### src/rtl/pin_tester_pkg.sv
// rtl/pin_tester_pkg.sv - shared states, default sizing and golden function for the pin vector tester
package pin_tester_pkg;

    typedef enum logic [1:0] {
        ST_IDLE   = 2'd0,
        ST_DRIVE  = 2'd1,
        ST_SAMPLE = 2'd2,
        ST_DONE   = 2'd3
    } state_t;

    localparam int DEF_N_IN   = 5;
    localparam int DEF_SETTLE = 4;
    localparam int MAX_N_IN   = 8;

    // Inverted-first-input OR over the low n bits; only v==1 yields 0.
    function automatic logic golden(input logic [MAX_N_IN-1:0] v, input int n);
        logic r;
        r = ~v[0];
        for (int i = 1; i < MAX_N_IN; i++) begin
            if (i < n) begin
                r = r | v[i];
            end
        end
        return r;
    endfunction

endpackage

### src/rtl/pin_golden.sv
// rtl/pin_golden.sv - combinational expected device output for one drive vector
module pin_golden
    import pin_tester_pkg::*;
#(
    parameter int N_IN = DEF_N_IN
) (
    input  logic [N_IN-1:0] vec,
    output logic            expected
);

    logic [MAX_N_IN-1:0] wide;

    always_comb begin
        wide = '0;
        wide[N_IN-1:0] = vec;
    end

    assign expected = golden(wide, N_IN);

endmodule

### src/rtl/pin_vector_tester.sv
// rtl/pin_vector_tester.sv - exhaustive pin sweep FSM; PIN_TESTER_STOP_ON_FAIL_EN ends the sweep at the first mismatch
module pin_vector_tester
    import pin_tester_pkg::*;
#(
    parameter int N_IN   = DEF_N_IN,
    parameter int SETTLE = DEF_SETTLE
) (
    input  logic            clk,
    input  logic            rst,
    input  logic            start,
    output logic [N_IN-1:0] drive,
    input  logic            sense,
    output logic            busy,
    output logic            done,
    output logic            pass,
    output logic [N_IN:0]   err_count,
    output logic [N_IN-1:0] first_fail
);

    localparam logic [N_IN:0] ERR_MAX     = {1'b1, {N_IN{1'b0}}};
    localparam logic [N_IN:0] ONE         = {{N_IN{1'b0}}, 1'b1};
    localparam logic [7:0]    SETTLE_LOAD = 8'(SETTLE - 1);

    state_t        state;
    logic [N_IN:0] vector;
    logic [7:0]    settle_cnt;
    logic          expected;
    logic          mismatch;
    logic          last_vec;
    logic          stop_now;

    pin_golden #(.N_IN(N_IN)) u_golden (
        .vec      (vector[N_IN-1:0]),
        .expected (expected)
    );

    assign mismatch = (sense != expected);
    assign last_vec = &vector[N_IN-1:0];

`ifdef PIN_TESTER_STOP_ON_FAIL_EN
    assign stop_now = mismatch;
`else
    assign stop_now = 1'b0;
`endif

    always_ff @(posedge clk) begin
        if (rst) begin
            state      <= ST_IDLE;
            vector     <= '0;
            settle_cnt <= '0;
            err_count  <= '0;
            first_fail <= '0;
            pass       <= 1'b0;
        end else begin
            case (state)
                ST_IDLE: begin
                    if (start) begin
                        state      <= ST_DRIVE;
                        vector     <= '0;
                        settle_cnt <= SETTLE_LOAD;
                        err_count  <= '0;
                        first_fail <= '0;
                        pass       <= 1'b0;
                    end
                end
                ST_DRIVE: begin
                    if (settle_cnt == 8'd0) begin
                        state <= ST_SAMPLE;
                    end else begin
                        settle_cnt <= settle_cnt - 8'd1;
                    end
                end
                ST_SAMPLE: begin
                    if (mismatch) begin
                        if (err_count != ERR_MAX) begin
                            err_count <= err_count + ONE;
                        end
                        if (err_count == '0) begin
                            first_fail <= vector[N_IN-1:0];
                        end
                    end
                    if (last_vec || stop_now) begin
                        state <= ST_DONE;
                        // pass reflects the count including this final sample
                        pass  <= (err_count == '0) && !mismatch;
                    end else begin
                        vector     <= vector + ONE;
                        settle_cnt <= SETTLE_LOAD;
                        state      <= ST_DRIVE;
                    end
                end
                ST_DONE: begin
                    state <= ST_IDLE;
                end
                default: begin
                    state <= ST_IDLE;
                end
            endcase
        end
    end

    assign busy  = (state == ST_DRIVE) || (state == ST_SAMPLE);
    assign done  = (state == ST_DONE);
    assign drive = (state == ST_IDLE) ? '0 : vector[N_IN-1:0];

endmodule

### config.mk
export PLATFORM = sky130hd
export DESIGN_NAME = pin_vector_tester
export DESIGN_NICKNAME = d
export VERILOG_FILES = /design/src/rtl/pin_tester_pkg.sv /design/src/rtl/pin_golden.sv /design/src/rtl/pin_vector_tester.sv
export SDC_FILE = /design/constraint.sdc
export NUM_CORES = 1
export LEC_CHECK = 0
export ABC_AREA = 1
export BUFFER_PORTS_ARGS = -buffer_cell sky130_fd_sc_hd__buf_4
export CORE_ASPECT_RATIO = 1.4
export CORE_MARGIN = 2
export CORE_UTILIZATION = 60
export DETAILED_ROUTE_END_ITERATION = 16
export PLACE_DENSITY = 0.85
export SYNTH_ARGS = -nofsm -noshare
export SYNTH_HDL_FRONTEND = slang
export SYNTH_SLANG_ARGS = --single-unit
### constraint.sdc
create_clock -name clk -period 5.28 [get_ports clk]
set_clock_uncertainty 0.05 [all_clocks]
set_input_delay 1.056 -clock clk [delete_from_list [all_inputs] [get_ports clk]]
set_output_delay 1.056 -clock clk [all_outputs]
set_load 0.03 [all_outputs]
==> flow_summary.ini, run 1 <==
[sta]
hold_violations = 0
final-max-slew-violation-count = 0
tns_ns = 0
rsz0062_at_grt = no
fmax_mhz = 383
finalCriticalPeriod_ns = 2.61
finalCritPeriodShare = 0.494
finalSetupViolations = 0
finalWorstSetupSlack_ns = 2.67
maxSlewHeadroom = 0.494
worstMarginPinSlew_ns = 0.759

[grt]
antenna_found_initial = 0
grt_pass1_wl_mm = 5.97
grt_use_total = 0.222
grt_overflow = 0
grt_pass1_vias = 1481
grt_max_degree = 18

[floorplanning]
rows = 23
dieArea_mm2 = 0.00345
start_util = 0.631
die_w_um = 50.3
pin_count = 23
die_h_um = 68.7
core_area_mm2 = 0.00285

[placed_design]
pre_cts_ws_ns = 2.96
gp_congestion = 0.865
numPortBuffers = 22
hpwl_mm = 2.68

[drt]
drc_errors = 0
drtPass1Iterations = 4
wl_mm = 3.46
drt-wirelength-per-cell_um = 11.2
vias = 1569
drtIter0Drc = 28
via_per_inst = 5.08
drtAntennaViolNets = 0

[job]
cap_violations = 0

[cts]
htree_num_levels = 1
cts_setup_buffers = 0
cts.sinks = 27
cts_tree = done
cts_resized = 0
root_buffer = clkbuf_8
hold_buffers = 0
numCtsBuffers = 3
clkTransAtPathRegs_ns = 0.09
clk_latency_ns = 0.27
clk_path_buf_depth = 2

[cells_and_area]
nets = 290
area_growth_syn_to_layout_pct = 12.2
insertedDiodeCount = 0
drive_above_1_share = 0.206

[power]
vdd_drop_max_mv = 0.325
power_per_cell_area_mw_per_mm2 = 578
p_leak_uw = 0.000938

[critical_path]
cp.required_ns = 4.17
cp.arrival_ns = 1.50
r2r_slack_ns = 3.19
cp_num_buf_inv = 2
crit_type = reg -> out
end_kind = output pin
crit_path_cell_trace = inv_1 > ha_1 > nor2_1 > buf_4
slowest_stage = dfxtp_1
crit_fanout = 8
cp-start-kind = flip-flop
max_stage_delay_ns = 0.42
path_delay_family = flip-flops

[hold_path]
hp-class = reg -> reg

[synthesis]
synth_area_leaders = dfxtp_1 (30%), nand2_1 (9.8%), ha_1 (9.1%)
synth_largest_area_cell = dfxtp_1
synthTopCellsByCount = nand2_1 (47), inv_1 (37), nor2_1 (34), dfxtp_1 (27), a21oi_1 (21)
synth_seq_cells = 27
async_reset_ff_frac = 0
ys_warn_count = 0
syn-cell-area_mm2 = 0.00180
seq_area_frac_synth = 0.301
synth_top_area_share = 0.301
yosysMostFrequentCell = nand2_1
synthFlopType = dfxtp_1
synth-edff-count = 0
synth.avg_cell_area_um2 = 7.16
syn_inst = 251
synthDistinctLibCells = 31
synth.net_count = 268

[status]
status = complete, no violations
metrics by stage:
stage	util	hold slack, ns	std cells	power [uW]	area [um^2]
4_1_cts	0.708	0.460	309	1180	2020
5_1_grt	0.708	0.476	309	1270	2020
3_3_place_gp	0.692	0.427	305	1030	1970
2_1_floorplan	-	0.421	251	915	1800
6_report	0.708	0.454	309	1170	2020
3_5_place_dp	0.692	0.447	305	1060	1970
state kept, by name, indices dropped and copies added (netlist names):
| signal | flops |
|---|---|
| settle_cnt | 8 |
| err_count | 6 |
| first_fail | 5 |
| vector | 5 |
| state | 2 |
| pass | 1 |
path summary, 6_finish.rpt:
| path | from | to | cells after the start |
|---|---|---|---|
| setup / recovery | state[0]$_SDFFE_PP0P_ | drive[4] | 4 |
| hold / removal | pass$_SDFFE_PP0P_ | pass$_SDFFE_PP0P_ | 2 |
| setup reg to reg | state[0]$_SDFFE_PP0P_ | err_count[0]$_SDFFE_PP0P_ | 9 |
| hold reg to reg | pass$_SDFFE_PP0P_ | pass$_SDFFE_PP0P_ | 2 |
cells in the final DEF, fill, tap and decap left out, types with 5 or more instances in the layout:
master,n
inv_2,6
nand3_1,10
dfxtp_1,27
nor3_1,7
nand2_1,47
buf_4,22
ha_1,13
nor2_1,34
nand4_1,6
a21oi_1,21
o21ai_0,5
inv_1,37
where the power goes:
group	leakage [uW]	switching [uW]	internal, uW
Combinational	0.000695	482	254
Sequential	0.000221	53.3	260
Clock	0.0000228	62.7	54.0
Total	0.000938	598	568
worst register-to-register path, cell delays in order (launching register included):
cell     delay (ns)
dfxtp_1        0.37
inv_1          0.12
ha_1           0.66
inv_2          0.19
nor2_4         0.14
nand4_4        0.12
nand3_4        0.16
nand2_1        0.06
nand2_1        0.06
nor2_1         0.05
final cells by class:
cell class	instances	area (um^2)
Fill cell	228	833
Clock buffer	4	45.0
Sequential cell	27	541
Multi-Input combinational cell	175	1050
Timing Repair Buffer	22	165
Inverter	44	168
Tap cell	37	46.3
metal layers:
layer,track usage,routed length [um],vias to the layer above
met3,0.0259,68,6
met2,0.444,1860,18
met4,0.104,59,0
met1,0.226,1480,708
met5,0,0,-
li1,-,-,837
cell families (layout without fill, tap and decap cells):
kind of cell | count (synthesis) | in the layout | synth area share
flops | 27 | 27 | 0.301
fa+ha+maj | 13 | 13 | 0.0905
buf+inv | 49 | 70 | 0.114
simple gates | 125 | 125 | 0.373
xor+xnor | 3 | 3 | 0.0146
compound gates | 34 | 34 | 0.107
Note: power is estimated with default switching activity, not from simulation.
==> run 2: changes to the inputs <==
--- a/config.mk
+++ b/config.mk
@@ -9,9 +9,9 @@
 export BUFFER_PORTS_ARGS = -buffer_cell sky130_fd_sc_hd__buf_4
 export CORE_ASPECT_RATIO = 1.4
 export CORE_MARGIN = 2
-export CORE_UTILIZATION = 60
+export CORE_UTILIZATION = 57
 export DETAILED_ROUTE_END_ITERATION = 16
-export PLACE_DENSITY = 0.85
+export PLACE_DENSITY = 0.82
 export SYNTH_ARGS = -nofsm -noshare
 export SYNTH_HDL_FRONTEND = slang
 export SYNTH_SLANG_ARGS = --single-unit
==> constraint.sdc (replaced) <==
create_clock -name clk -period 2.7 [get_ports clk]
set_clock_uncertainty 0.05 [all_clocks]
set_input_delay 0.54 -clock clk [delete_from_list [all_inputs] [get_ports clk]]
set_output_delay 0.54 -clock clk [all_outputs]
set_load 0.03 [all_outputs]
==> run 2 against run 1 <==
Utilization down 4.9 points. Largest power group unchanged. Setup slack worse by 2.1 ns. Via count down 0.76%. Cell area up 0.12%. Count of clock-buffer cells in the layout unchanged. Critical path depth unchanged. Register-to-register slack worse by 2.6 ns. Combinational power up 94%. Final cell count up 0.65%. Sequential power up 96%. Global-route usage down 1.1 points.
==> flow_summary.ini, run 2 (synthesized netlist as in run 1, its figures left out) <==
[status]
status = complete, no violations

[sta]
finalCritPeriodShare = 0.790
finalSetupViolations = 0
rsz0062_at_grt = no
worstMarginPinSlew_ns = 0.730
finalCriticalPeriod_ns = 2.13
tns_ns = 0
finalWorstSetupSlack_ns = 0.567
maxSlewHeadroom = 0.513
final-max-slew-violation-count = 0
hold_violations = 0
fmax_mhz = 469

[hold_path]
hp-class = in -> reg
whs_path_depth = 2

[cts]
hold_buffers = 0
clk_latency_ns = 0.27
clk_path_buf_depth = 2
root_buffer = clkbuf_8
cts_resized = 0
cts.sinks = 27
clkTransAtPathRegs_ns = 0.09
htree_num_levels = 1
cts_setup_buffers = 0
numCtsBuffers = 3
cts_tree = done

[cells_and_area]
mostFrequentLayoutCells = nand2_1 (47), inv_1 (37), nor2_1 (34), dfxtp_1 (27), buf_4 (22)
nets = 290
top_register = settle_cnt
drive_above_1_share = 0.206
layout_commonest_cell = nand2_1
largest_reg_flops = 8
fin_area_mm2 = 0.00202
area_growth_syn_to_layout_pct = 12.3
insertedDiodeCount = 0
top_regs = settle_cnt (8), err_count (6)
final_cells = 311

[critical_path]
crit_fanout = 8
crit_type = reg -> out
cp_num_buf_inv = 2
end_kind = output pin
path_depth = 4
slowest_stage = ha_1
rr_worst_depth = 11
path_delay_family = adder cells
cp-start-kind = flip-flop
cp.required_ns = 2.11
cp.arrival_ns = 1.54
max_stage_delay_ns = 0.48
crit_path_cell_trace = inv_1 > ha_1 > nor2_1 > buf_4

[drt]
drt-wirelength-per-cell_um = 11.2
via_per_inst = 5.01
drtPass1Iterations = 4
drc_errors = 0
vias = 1557
drtIter0Drc = 55
wl_mm = 3.48
drtAntennaViolNets = 0

[placed_design]
numPortBuffers = 22
hpwl_mm = 2.66
dp_cells = 307
place_area_mm2 = 0.00197
gp_congestion = 0.897
pre_cts_ws_ns = 0.630

[grt]
grt_pass1_wl_mm = 5.94
grt_overflow = 0
antenna_found_initial = 0
grt_use_total = 0.211
grt_max_degree = 18
grt_pass1_vias = 1429

[power]
vdd_drop_max_mv = 0.618
power_per_cell_area_mw_per_mm2 = 1120
p_leak_uw = 0.000938

[floorplanning]
rows = 24
dieArea_mm2 = 0.00362
start_util = 0.587
die_w_um = 51.5
die_h_um = 70.4
core_area_mm2 = 0.00306
pin_count = 23

[job]
cap_violations = 0
==> run 2: cell counts in the layout (fill, tap and decap cells not counted) <==
Identical to the previous run, type by type.
==> run 2: area by class of cell <==
cell class                 instances  area, um^2
multi-input combinational        175        1050
clock buffer                       4        45.0
fill                             284        1040
sequential                        27         541
tap                               39        48.8
timing repair buffer              22         165
inverter                          44         168
==> run 2: routing by layer <==
| layer | wire (um) | track usage | up-vias |
|---|---|---|---|
| met5 | 0 | 0 | - |
| met1 | 1460 | 0.243 | 695 |
| met3 | 85 | 0.0321 | 7 |
| met2 | 1850 | 0.365 | 20 |
| met4 | 79 | 0.105 | 0 |
| li1 | - | - | 835 |
==> run 2: per-stage QoR <==
stage                     hold slack [ns]   util  power, uW
after global placement              0.434  0.644       2020
after detailed placement            0.435  0.644       2050
after floorplan                     0.421      -       1790
after CTS                           0.443  0.659       2290
final                               0.451  0.659       2270
after global routing                0.444  0.659       2490
==> run 2: worst paths after layout <==
path,slack (ns),endpoint,startpoint
max reg2reg,0.64,vector[2]$_SDFFE_PP0P_,vector[0]$_SDFFE_PP0P_
min reg2reg,0.45,pass$_SDFFE_PP0P_,pass$_SDFFE_PP0P_
max,0.57,drive[1],state[1]$_SDFFE_PP0P_
min,0.45,err_count[2]$_SDFFE_PP0P_,rst
==> run 2: power breakdown <==
group	internal, uW	leakage, uW	switching [uW]
clock	106	0.0000228	124
sequential	508	0.000221	104
combinational	495	0.000695	933
==> run 2: worst register-to-register path, stage by stage (launching register included) <==
cell	delay, ns
dfxtp_1	0.50
ha_1	0.22
inv_1	0.05
nor3_1	0.21
ha_1	0.24
nand2_2	0.08
nand2_4	0.15
inv_2	0.05
o21ai_2	0.12
inv_2	0.09
a21oi_1	0.13
nor3_1	0.05
==> run 3: changes to the inputs <==
--- a/config.mk
+++ b/config.mk
@@ -5,13 +5,13 @@
 export SDC_FILE = /design/constraint.sdc
 export NUM_CORES = 1
 export LEC_CHECK = 0
-export ABC_AREA = 1
+export ABC_AREA = 0
 export BUFFER_PORTS_ARGS = -buffer_cell sky130_fd_sc_hd__buf_4
 export CORE_ASPECT_RATIO = 1.4
 export CORE_MARGIN = 2
-export CORE_UTILIZATION = 57
+export CORE_UTILIZATION = 56
 export DETAILED_ROUTE_END_ITERATION = 16
-export PLACE_DENSITY = 0.82
+export PLACE_DENSITY = 0.81
 export SYNTH_ARGS = -nofsm -noshare
 export SYNTH_HDL_FRONTEND = slang
 export SYNTH_SLANG_ARGS = --single-unit
==> constraint.sdc (replaced) <==
create_clock -name clk -period 2.2 [get_ports clk]
set_clock_uncertainty 0.05 [all_clocks]
set_input_delay 0.44 -clock clk [delete_from_list [all_inputs] [get_ports clk]]
set_output_delay 0.44 -clock clk [all_outputs]
set_load 0.03 [all_outputs]
==> run 3 against run 2 <==
Power down 19%. Non-clock buffer count up 10. Highest routed layer unchanged. Area after synthesis down 10%. Wire length up 17%. Setup slack worse by 0.48 ns. Utilization up 3.9 points. Count of clock-buffer cells in the layout unchanged. First-iteration DRC count unchanged. Sequential cell count unchanged. Cell area down 3.4%. Sequential power up 5.6%. Synthesized cell count down 26%.
==> flow_summary.ini, run 3 <==
[critical_path]
rr_endpoint = settle_cnt[4]$_SDFFE_PP0P_
cp.required_ns = 2.35
r2r_slack_ns = 0.08
cp.arrival_ns = 2.27
r2r-start = vector[0]$_SDFFE_PP0P_
crit_fanout = 6
cp_num_buf_inv = 0
crit_path_cell_trace = ha_1 > and3_1 > ha_2 > nand2_2 > nand4_1 > or4b_2 > a21oi_1
max_stage_delay_ns = 0.62
path_delay_family = simple AND/OR/NAND/NOR gates
end_kind = flip-flop
rr_worst_depth = 7
cp-start-kind = flip-flop
slowest_stage = or4b_2
crit_type = reg -> reg

[sta]
finalCriticalPeriod_ns = 2.12
maxSlewHeadroom = 0.731
worstMarginPinSlew_ns = 0.393
finalCritPeriodShare = 0.962
fmax_mhz = 473
finalWorstSetupSlack_ns = 0.0844
rsz0062_at_grt = no
hold_violations = 0
finalSetupViolations = 0
tns_ns = 0
final-max-slew-violation-count = 0

[grt]
grt_pass1_wl_mm = 6.75
grt_pass1_vias = 1490
antenna_found_initial = 0
grt_overflow = 0
grt_max_degree = 21
grt_use_total = 0.260

[cells_and_area]
fin_area_mm2 = 0.00195
top_regs = settle_cnt (8), err_count (6)
area_growth_syn_to_layout_pct = 21.1
top_register = settle_cnt
largest_reg_flops = 8
nets = 234
insertedDiodeCount = 0
layout_commonest_cell = buf_4
mostFrequentLayoutCells = buf_4 (32), dfxtp_1 (25), a21oi_1 (18), inv_1 (14)
drive_above_1_share = 0.236

[placed_design]
gp_congestion = 0.824
numPortBuffers = 22
place_area_mm2 = 0.00187
pre_cts_ws_ns = 0.0176
hpwl_mm = 3.07

[hold_path]
whs_path_depth = 2
hp-class = reg -> reg
hold_start = pass$_SDFFE_PP0P_
hold_path_end = pass$_SDFFE_PP0P_

[drt]
drc_errors = 0
vias = 1558
drtIter0Drc = 55
wl_mm = 4.07
drt-wirelength-per-cell_um = 16.1
drtAntennaViolNets = 0
drtPass1Iterations = 5
via_per_inst = 6.16

[synthesis]
async_reset_ff_frac = 0
synthFlopType = dfxtp_1
yosysMostFrequentCell = dfxtp_1
synthTopCellsByCount = dfxtp_1 (27), a21oi_1 (18), inv_1 (14), ha_1 (13), nor2_1 (11)
synth_seq_cells = 27
synthDistinctLibCells = 45
synth.avg_cell_area_um2 = 8.66
synth.net_count = 203
syn-cell-area_mm2 = 0.00161
seq_area_frac_synth = 0.336
syn_inst = 186
ys_warn_count = 0
synth_largest_area_cell = dfxtp_1
synth-edff-count = 0
synth_top_area_share = 0.336
synth_area_leaders = dfxtp_1 (34%), ha_1 (10%), a21oi_1 (5.6%)

[floorplanning]
dieArea_mm2 = 0.00333
die_w_um = 49.3
rows = 23
start_util = 0.577
pin_count = 23
die_h_um = 67.5
core_area_mm2 = 0.00279

[cts]
cts.sinks = 27
clkTransAtPathRegs_ns = 0.09
clk_latency_ns = 0.27
cts_tree = done
cts_setup_buffers = 0
clk_path_buf_depth = 2
root_buffer = clkbuf_8
hold_buffers = 0
numCtsBuffers = 3
htree_num_levels = 1

[job]
cap_violations = 0

[power]
fin_total_pwr_uw = 1840
p_leak_uw = 0.000794
power_per_cell_area_mw_per_mm2 = 942
vdd_drop_max_mv = 0.517

[status]
status = complete, no violations
-- run 3: changes by cell type after synthesis, sizes merged, moves of 7 or more --
| cell | delta |
|---|---|
| nand2 | -46 |
| o31ai | +7 |
| inv | -30 |
| nor2 | -29 |
| nand3 | -13 |
| or4 | +7 |
-- run 3: layout make-up --
class                   count  area, um^2
flip-flops and latches     27         543
multi-input cells         139        1020
inverters                  14        52.6
well taps                  37        46.3
fillers                   228         842
repair buffers             32         240
clock buffers               4        45.0
-- run 3: how the worst max path moves through the flow --
stage                                start                    endpoint  slack, ns  depth (start not counted)
floorplan           vector[0]$_SDFFE_PP0P_  settle_cnt[4]$_SDFFE_PP0P_       0.09                          7
global placement    vector[0]$_SDFFE_PP0P_  settle_cnt[4]$_SDFFE_PP0P_       0.07                          7
detailed placement  vector[0]$_SDFFE_PP0P_  settle_cnt[4]$_SDFFE_PP0P_       0.02                          7
CTS                 vector[0]$_SDFFE_PP0P_  settle_cnt[4]$_SDFFE_PP0P_       0.01                          7
global route        vector[0]$_SDFFE_PP0P_  settle_cnt[4]$_SDFFE_PP0P_      0.001                          7
finish              vector[0]$_SDFFE_PP0P_  settle_cnt[4]$_SDFFE_PP0P_       0.08                          7
-- run 3: per-stage QoR --
| step | std cells | util | hold slack (ns) |
|---|---|---|---|
| after floorplan | 186 | - | 0.402 |
| final | 253 | 0.698 | 0.428 |
| after global placement | 249 | 0.671 | 0.405 |
| after detailed placement | 249 | 0.671 | 0.411 |
| after global routing | 253 | 0.698 | 0.457 |
| after CTS | 253 | 0.688 | 0.430 |
-- run 3: worst reg2reg max path, cell delays in order (launching register included) --
cell	delay (ns)
dfxtp_2	0.37
ha_1	0.23
and3_1	0.19
ha_2	0.20
nand2_2	0.12
nand4_1	0.12
or4b_2	0.62
a21oi_1	0.16
-- run 3: kinds of logic (layout without fill, tap and decap cells) --
family	Yosys count	in the layout	share of synthesized area
and+or+nand+nor	68	68	0.263
AOI/OAI and AO/OA	52	52	0.214
DFF	27	27	0.336
buffers and inverters	20	50	0.0482
adders and majority gates	13	13	0.101
muxes	4	4	0.0264
xor gates and xnor gates	2	2	0.0109
-- run 3: repair_timing --
item | in CTS | in global routing
setup endpoints to repair | 1 | 10
pin swaps | 0 | 0
gates resized for setup | 1 | 8
-- run 3: per-layer routing --
metal,GRT usage,up-vias,part of all wire
met5,0,-,0
met4,0.132,0,0.020
met3,0.0310,8,0.037
met2,0.488,47,0.55
met1,0.287,747,0.39
li1,-,756,-
-- run 3: power by group --
group	total, uW	internal [uW]	switching (uW)
clock network	281	130	152
registers	646	562	84.0
logic	909	390	519
